===== config.mk =====
export PLATFORM = sky130hd
export DESIGN_NAME = seg_scan_driver_flat
export DESIGN_NICKNAME = d
export VERILOG_FILES = /design/src/rtl/seg_scan_pkg.sv /design/src/rtl/seg_scan_driver_if.sv /design/src/rtl/seg_scan_prescaler.sv /design/src/rtl/seg_scan_driver.sv /design/src/flat_wrapper.sv
export SDC_FILE = /design/constraint.sdc
export NUM_CORES = 1
export LEC_CHECK = 0
export CORE_MARGIN = 5
export CORE_UTILIZATION = 25
export CTS_BUF_LIST = sky130_fd_sc_hd__clkbuf_4
export DETAILED_ROUTE_END_ITERATION = 7
export PLACE_DENSITY = 0.54
export SYNTH_ARGS = -nofsm -noshare
export SYNTH_HDL_FRONTEND = slang
export SYNTH_SLANG_ARGS = --single-unit

===== constraint.sdc =====
create_clock -name clk -period 2.3 [get_ports clk]
set_input_delay 0.46 -clock clk [delete_from_list [all_inputs] [get_ports clk]]
set_output_delay 0.46 -clock clk [all_outputs]
set_load 0.05 [all_outputs]

===== src/rtl/seg_scan_pkg.sv =====
// Shared types and constants for the multiplexed 7-segment scan driver.
// Optional build macro used by this block: SEG_SCAN_LEADING_ZERO_BLANK_EN.
package seg_scan_pkg;

    typedef enum logic {
        BLANK = 1'b0,
        SHOW  = 1'b1
    } scan_state_t;

    localparam logic [7:0] ANODES_OFF = 8'hFF;

    function automatic int idxWidth(input int digits);
        return (digits > 1) ? $clog2(digits) : 1;
    endfunction

    // Digit k >= 1 is suppressed while it and every higher digit are zero.
    function automatic logic [7:0] leadingZeroMask(input logic [31:0] data, input int digits);
        logic       allZero;
        logic [7:0] mask;
        allZero = 1'b1;
        mask    = 8'h00;
        for (int k = 7; k >= 1; k--) begin
            if (k < digits) begin
                allZero = allZero && (data[4*k +: 4] == 4'h0);
                mask[k] = allZero;
            end else begin
                mask[k] = 1'b0;
            end
        end
        return mask;
    endfunction

endpackage


===== src/rtl/seg_scan_driver_if.sv =====
// Control/data bundle between a host and seg_scan_driver.
// The master side feeds data and enable; the slave side drives decoder and anodes.
interface seg_scan_driver_if #(
    parameter int DIGITS = 4
);
    logic                  en;
    logic                  load;
    logic [4*DIGITS-1:0]   data_i;
    logic [DIGITS-1:0]     point_i;
    logic [DIGITS-1:0]     blank_i;
    logic [3:0]            hex_o;
    logic                  le_o;
    logic                  point_o;
    logic [DIGITS-1:0]     an_o;
    logic                  pend_o;
    logic                  frame_o;

    modport master (
        output en, load, data_i, point_i, blank_i,
        input  hex_o, le_o, point_o, an_o, pend_o, frame_o
    );

    modport slave (
        input  en, load, data_i, point_i, blank_i,
        output hex_o, le_o, point_o, an_o, pend_o, frame_o
    );
endinterface


===== src/rtl/seg_scan_prescaler.sv =====
// Digit-slot timer: counts 0..TICK_DIV-1 while enabled and flags the
// last blanked cycle and the last cycle of each slot.
module seg_scan_prescaler #(
    parameter int TICK_DIV  = 100000,
    parameter int BLANK_CYC = 4
) (
    input  logic clk,
    input  logic rst_n,
    input  logic en,
    output logic slotEnd_s,
    output logic blankEnd_s
);
    localparam int CW = $clog2(TICK_DIV);

    logic [CW-1:0] cnt_r;

    // Slot counter; holds its value while the scan is disabled.
    always_ff @(posedge clk or negedge rst_n) begin
        if (!rst_n) begin
            cnt_r <= '0;
        end else if (en) begin
            if (cnt_r == CW'(TICK_DIV - 1)) begin
                cnt_r <= '0;
            end else begin
                cnt_r <= cnt_r + CW'(1);
            end
        end else begin
            cnt_r <= cnt_r;
        end
    end

    assign slotEnd_s  = en && (cnt_r == CW'(TICK_DIV - 1));
    assign blankEnd_s = en && (cnt_r == CW'(BLANK_CYC - 1));

endmodule


===== src/rtl/seg_scan_driver.sv =====
// Time-multiplexed digit scanner feeding a hex-to-7-segment decoder.
// Define SEG_SCAN_LEADING_ZERO_BLANK_EN to dark leading zero digits.
module seg_scan_driver
    import seg_scan_pkg::*;
#(
    parameter int DIGITS    = 4,
    parameter int TICK_DIV  = 100000,
    parameter int BLANK_CYC = 4
) (
    input  logic              clk,
    input  logic              rst_n,
    seg_scan_driver_if.slave  bus
);
    localparam int IW = idxWidth(DIGITS);
    localparam logic [DIGITS-1:0] ANODES_ALL_OFF = ANODES_OFF[DIGITS-1:0];

    scan_state_t          state_r, stateNext_s;
    logic [IW-1:0]        idx_r, idxNext_s;
    logic [4*DIGITS-1:0]  activeData_r, pendData_r, activeDataNext_s;
    logic [DIGITS-1:0]    activePoint_r, pendPoint_r, activePointNext_s;
    logic [DIGITS-1:0]    activeBlank_r, pendBlank_r, activeBlankNext_s;
    logic [DIGITS-1:0]    lzMaskNext_s, blankEff_s, anNext_s, an_r;
    logic                 pend_r, slotEnd_s, blankEnd_s, commit_s, dark_s;
    logic                 leNext_s, pointNext_s, le_r, point_r, frame_r;
    logic [3:0]           hexNext_s, hex_r;

    seg_scan_prescaler #(
        .TICK_DIV  (TICK_DIV),
        .BLANK_CYC (BLANK_CYC)
    ) u_prescaler (
        .clk        (clk),
        .rst_n      (rst_n),
        .en         (bus.en),
        .slotEnd_s  (slotEnd_s),
        .blankEnd_s (blankEnd_s)
    );

    assign commit_s          = slotEnd_s && (idx_r == IW'(DIGITS - 1));
    assign activeDataNext_s  = (commit_s && pend_r) ? pendData_r  : activeData_r;
    assign activePointNext_s = (commit_s && pend_r) ? pendPoint_r : activePoint_r;
    assign activeBlankNext_s = (commit_s && pend_r) ? pendBlank_r : activeBlank_r;

`ifdef SEG_SCAN_LEADING_ZERO_BLANK_EN
    logic [DIGITS-1:0] lzMask_r;
    logic [7:0]        lzFull_s;

    assign lzFull_s     = leadingZeroMask(32'(pendData_r), DIGITS);
    assign lzMaskNext_s = (commit_s && pend_r) ? lzFull_s[DIGITS-1:0] : lzMask_r;

    // Suppression mask follows the active data, refreshed only at commit.
    always_ff @(posedge clk or negedge rst_n) begin
        if (!rst_n) begin
            lzMask_r <= '0;
        end else begin
            lzMask_r <= lzMaskNext_s;
        end
    end
`else
    assign lzMaskNext_s = '0;
`endif

    assign blankEff_s = activeBlankNext_s | lzMaskNext_s;

    // Next FSM state and digit index.
    always_comb begin
        stateNext_s = state_r;
        idxNext_s   = idx_r;
        case (state_r)
            BLANK:   if (blankEnd_s) stateNext_s = SHOW;  else stateNext_s = BLANK;
            SHOW:    if (slotEnd_s)  stateNext_s = BLANK; else stateNext_s = SHOW;
            default: stateNext_s = BLANK;
        endcase
        if (slotEnd_s) begin
            idxNext_s = (idx_r == IW'(DIGITS - 1)) ? IW'(0) : idx_r + IW'(1);
        end else begin
            idxNext_s = idx_r;
        end
    end

    // Outputs are decoded from next-cycle state so the registers line up with it.
    always_comb begin
        dark_s      = !bus.en || (stateNext_s == BLANK) || blankEff_s[idxNext_s];
        hexNext_s   = activeDataNext_s[4*idxNext_s +: 4];
        anNext_s    = ANODES_ALL_OFF;
        leNext_s    = 1'b1;
        pointNext_s = 1'b0;
        if (dark_s) begin
            anNext_s    = ANODES_ALL_OFF;
            leNext_s    = 1'b1;
            pointNext_s = 1'b0;
        end else begin
            anNext_s    = ANODES_ALL_OFF & ~(DIGITS'(1) << idxNext_s);
            leNext_s    = 1'b0;
            pointNext_s = activePointNext_s[idxNext_s];
        end
    end

    // Scan state, active and pending data registers.
    always_ff @(posedge clk or negedge rst_n) begin
        if (!rst_n) begin
            state_r       <= BLANK;
            idx_r         <= '0;
            activeData_r  <= '0;
            activePoint_r <= '0;
            activeBlank_r <= '0;
            pendData_r    <= '0;
            pendPoint_r   <= '0;
            pendBlank_r   <= '0;
            pend_r        <= 1'b0;
        end else begin
            state_r       <= stateNext_s;
            idx_r         <= idxNext_s;
            activeData_r  <= activeDataNext_s;
            activePoint_r <= activePointNext_s;
            activeBlank_r <= activeBlankNext_s;
            if (bus.load) begin
                pendData_r  <= bus.data_i;
                pendPoint_r <= bus.point_i;
                pendBlank_r <= bus.blank_i;
                pend_r      <= 1'b1;
            end else if (commit_s) begin
                pend_r      <= 1'b0;
            end
        end
    end

    // Registered decoder and anode outputs.
    always_ff @(posedge clk or negedge rst_n) begin
        if (!rst_n) begin
            an_r    <= ANODES_ALL_OFF;
            le_r    <= 1'b1;
            hex_r   <= 4'h0;
            point_r <= 1'b0;
            frame_r <= 1'b0;
        end else begin
            an_r    <= anNext_s;
            le_r    <= leNext_s;
            hex_r   <= hexNext_s;
            point_r <= pointNext_s;
            frame_r <= commit_s;
        end
    end

    assign bus.an_o    = an_r;
    assign bus.le_o    = le_r;
    assign bus.hex_o   = hex_r;
    assign bus.point_o = point_r;
    assign bus.pend_o  = pend_r;
    assign bus.frame_o = frame_r;

endmodule


===== src/flat_wrapper.sv =====
// flat-port wrapper written by rule: the top's interface ports become plain ports
module seg_scan_driver_flat import seg_scan_pkg::*;
#(
    parameter int DIGITS    = 4,
    parameter int TICK_DIV  = 100000,
    parameter int BLANK_CYC = 4
)
  (clk, rst_n, bus_en, bus_load, bus_data_i, bus_point_i, bus_blank_i, bus_hex_o, bus_le_o, bus_point_o, bus_an_o, bus_pend_o, bus_frame_o);
  seg_scan_driver_if #(.DIGITS(DIGITS)) bus_i ();
  input  logic clk;
  input  logic rst_n;
  input wire logic [$bits(bus_i.en)-1:0] bus_en;
  input wire logic [$bits(bus_i.load)-1:0] bus_load;
  input wire logic [$bits(bus_i.data_i)-1:0] bus_data_i;
  input wire logic [$bits(bus_i.point_i)-1:0] bus_point_i;
  input wire logic [$bits(bus_i.blank_i)-1:0] bus_blank_i;
  output wire logic [$bits(bus_i.hex_o)-1:0] bus_hex_o;
  output wire logic [$bits(bus_i.le_o)-1:0] bus_le_o;
  output wire logic [$bits(bus_i.point_o)-1:0] bus_point_o;
  output wire logic [$bits(bus_i.an_o)-1:0] bus_an_o;
  output wire logic [$bits(bus_i.pend_o)-1:0] bus_pend_o;
  output wire logic [$bits(bus_i.frame_o)-1:0] bus_frame_o;
  assign bus_i.en = bus_en;
  assign bus_i.load = bus_load;
  assign bus_i.data_i = bus_data_i;
  assign bus_i.point_i = bus_point_i;
  assign bus_i.blank_i = bus_blank_i;
  assign bus_hex_o = bus_i.hex_o;
  assign bus_le_o = bus_i.le_o;
  assign bus_point_o = bus_i.point_o;
  assign bus_an_o = bus_i.an_o;
  assign bus_pend_o = bus_i.pend_o;
  assign bus_frame_o = bus_i.frame_o;
  seg_scan_driver #(.DIGITS(DIGITS), .TICK_DIV(TICK_DIV), .BLANK_CYC(BLANK_CYC)) u_core (.clk(clk), .rst_n(rst_n), .bus(bus_i));
endmodule

==> flow_summary.ini <==
[cts]
cts_buffers = 9
cts.sinks = 80
cts-root-buf = clkbuf_4
cts_tree = done
clock_latency_ns = 0.43
cts_buffer_depth = 2
clk_pin_slew_ns = 0.13
h-tree-depth = 3

[floorplanning]
start_util = 0.255
die_x_um = 129
die_h_um = 129
io_pins = 40
dieArea_mm2 = 0.0166
rows = 43
core-area_mm2 = 0.0138

[yosys]
syn_area_per_cell_um2 = 12.9
syn_nets = 303
synth_edf_count = 0
ys_types = 51
seq_area_frac_synth = 0.570
synth_area_leaders = dfrtp_1, mux2_2, mux2i_1
dominantRegCellSynth = dfrtp_1
ys_ff_latch = 80
yosysWarnings = 0
synth_top_area_frac = 0.533
yosysMostFrequentCell = dfrtp_1
yosys-top-cells-count = dfrtp_1, mux2_2, nand2_1
yosysTopAreaCell = dfrtp_1
synthCells = 273
netlist_area_mm2 = 0.00352
synth-async-reset-ratio = 1.00

[route]
via_count = 2381
drt-wirelength-per-cell_um = 14.2
via_per_inst = 4.45
drt-initial-drc-count = 105
dr.pass1.iters = 4
drc_errors = 0
drtAntennaViolNets = 0
drt_wl_total_um = 7620

[cells_and_area]
area_growth_pct = 30.8
fillers = 1412
final_area_mm2 = 0.00461
multi_input_area_mm2 = 0.00144
num-nets-final = 380
drive_gt1_frac = 0.327
n_antenna_cell = 0
final_cells = 535
ff_latch_area_mm2 = 0.00201

[setup_path]
regToRegSetupSlack_ns = 0.03
critical_path_required_ns = 2.66
critPathArrivalTime_ns = 2.64
cp_slowest_stage_delay_ns = 0.47
r2r_cells = 7
worstSetupStartpointType = flip-flop
crit_chain = nor4_4, and4_4, nand3_2, and2_1, buf_4, a311oi_4, o211a_1
cp-end-kind = flip-flop
reg2reg_from = u_core.u_prescaler.cnt_r[5]
critPathKind = reg2reg
startpoint = u_core.u_prescaler.cnt_r[5]
crit_fanout = 6
cp_slowest_cell = dfrtp_2
rr_endpoint = u_core.bus.point_o

[place]
post_dp_cell_area_mm2 = 0.00433
io_buffers = 39
gp_congestion = 0.811
placed_cells = 513
dpl.hpwl_um = 5500

[timing]
worst_slew_pin_slew_ns = 0.552
setup-violations-final = 0
slew-limit-headroom = 0.631
fin_skew_ns = 0.0141
slew_violations = 0
fin_crit_ns = 2.27
max_freq_mhz = 440
rsz0062_at_grt = true
hold_viol = 0
finalCritPeriodShare = 0.989

[grt]
overflow = 0
grt_pass1_wl_um = 12700
antenna_found_initial = 0
grt_pass1_vias = 2532
track_usage = 0.0973
grt_max_degree = 42

[power]
p_total_w = 0.00308
pwr_density_cell_mw_per_mm2 = 668
power_leakage_nw = 2.07
vdd.ir_drop.worst_uv = 480

[status]
outcome = finished clean

[hold_path]
whs_path_depth = 1
worstHoldPathType = reg2reg
hold_path_end = u_core.activePoint_r[3]
hp-start = u_core.activePoint_r[3]

[flow_run]
maxCapViolations = 0
-- cell families (layout without fill, tap and decap cells) --
logic type	Yosys count	count (layout)	synth area share
AOI/OAI and AO/OA	36	36	0.0799
xor gates and xnor gates	13	13	0.0323
adders and majority gates	2	2	0.00710
buffers and inverters	21	103	0.0291
DFF	80	80	0.570
muxes	53	53	0.165
and+or+nand+nor	68	68	0.116
-- what timing repair did --
action,in CTS,in global routing
resized for setup,1,10
pin swaps,0,4
hold buffers,1,0
hold endpoints to repair,39,0
buffers inserted,0,5
gates cloned,0,0
endpoints found under the setup margin,1,10
-- cell type report --
cell class	instances	area share
clock buffer	9	0.0147
clock inverter	7	0.0258
inverter	11	0.00896
multi-input combinational	172	0.313
sequential	80	0.436
tap	180	0.0489
timing repair buffer	76	0.153
-- flip-flops by register name, summed over array words and instances (netlist names) --
name,flops
u_core.pendPoint_r,4
u_core.idx_r,2
u_core.bus.le_o,1
u_core.u_prescaler.cnt_r,17
u_core.activeData_r,16
u_core.pendData_r,16
u_core.activePoint_r,4
u_core.state_r,1
u_core.bus.point_o,1
u_core.bus.frame_o,1
u_core.bus.an_o,4
u_core.pendBlank_r,4
u_core.activeBlank_r,4
u_core.bus.hex_o,4
u_core.bus.pend_o,1
-- cell usage in the layout, fill, tap and decap left out, types with 3 or more instances in the layout --
cell             instances
and2_1                   3
clkbuf_4                 9
a21boi_0                 3
nor4_1                   3
buf_4                   33
or2_2                    4
clkdlybuf4s50_1         35
nand3_1                  5
and3_1                   4
nand4_1                  9
nor2_1                   8
mux2i_1                 13
dfstp_2                  5
dfrtp_1                 74
nor3_1                   4
xnor2_1                  9
mux2_2                  38
bufinv_16                3
o21ai_0                 12
inv_1                   11
nand2_1                 15
xor2_1                   4
-- through the flow --
stage / util / hold WS (ns) / TNS, ns / worst slack, ns
after floorplan: - / 0.164 / 0 / 0.270
after global placement: 0.313 / 0.469 / -1.81 / -0.217
after detailed placement: 0.313 / 0.475 / -1.85 / -0.215
after CTS: 0.327 / 0.507 / 0 / 0.00991
after global routing: 0.333 / 0.522 / -0.156 / -0.0393
final: 0.333 / 0.507 / 0 / 0.0257
-- critical path: cells and delay by family, from the launching register on --
| kind | cells | cell delay (ns) |
|---|---|---|
| and+or+nand+nor | 4 | 1.01 |
| DFF | 1 | 0.47 |
| AOI/OAI and AO/OA | 2 | 0.60 |
| buffers and inverters | 1 | 0.14 |
-- report_power, final --
| group | total, W | internal (W) | leakage, nW | switching (W) |
|---|---|---|---|---|
| clock network | 0.00106 | 0.000552 | 0.0942 | 0.000504 |
| logic | 0.000428 | 0.000223 | 0.958 | 0.000206 |
| registers | 0.00160 | 0.00152 | 1.02 | 0.0000794 |
| total | 0.00308 | 0.00229 | 2.07 | 0.000789 |
-- worst max-delay path by stage --
stage,to,slack (ns)
floorplan,u_core.bus.an_o[0],0.27
global route,u_core.bus.point_o,-0.04
detailed placement,u_core.bus.an_o[1],-0.22
global placement,u_core.bus.an_o[1],-0.22
CTS,bus_an_o[3],0.01
finish,u_core.bus.point_o,0.03
-- per-layer routing --
metal,vias up,part of all wire,track usage
met5,-,0,0
met4,0,0.013,0.0259
met3,13,0.050,0.0369
met2,49,0.49,0.154
met1,1182,0.45,0.126
li1,1137,-,-
Power figures use the tool's default switching activity.
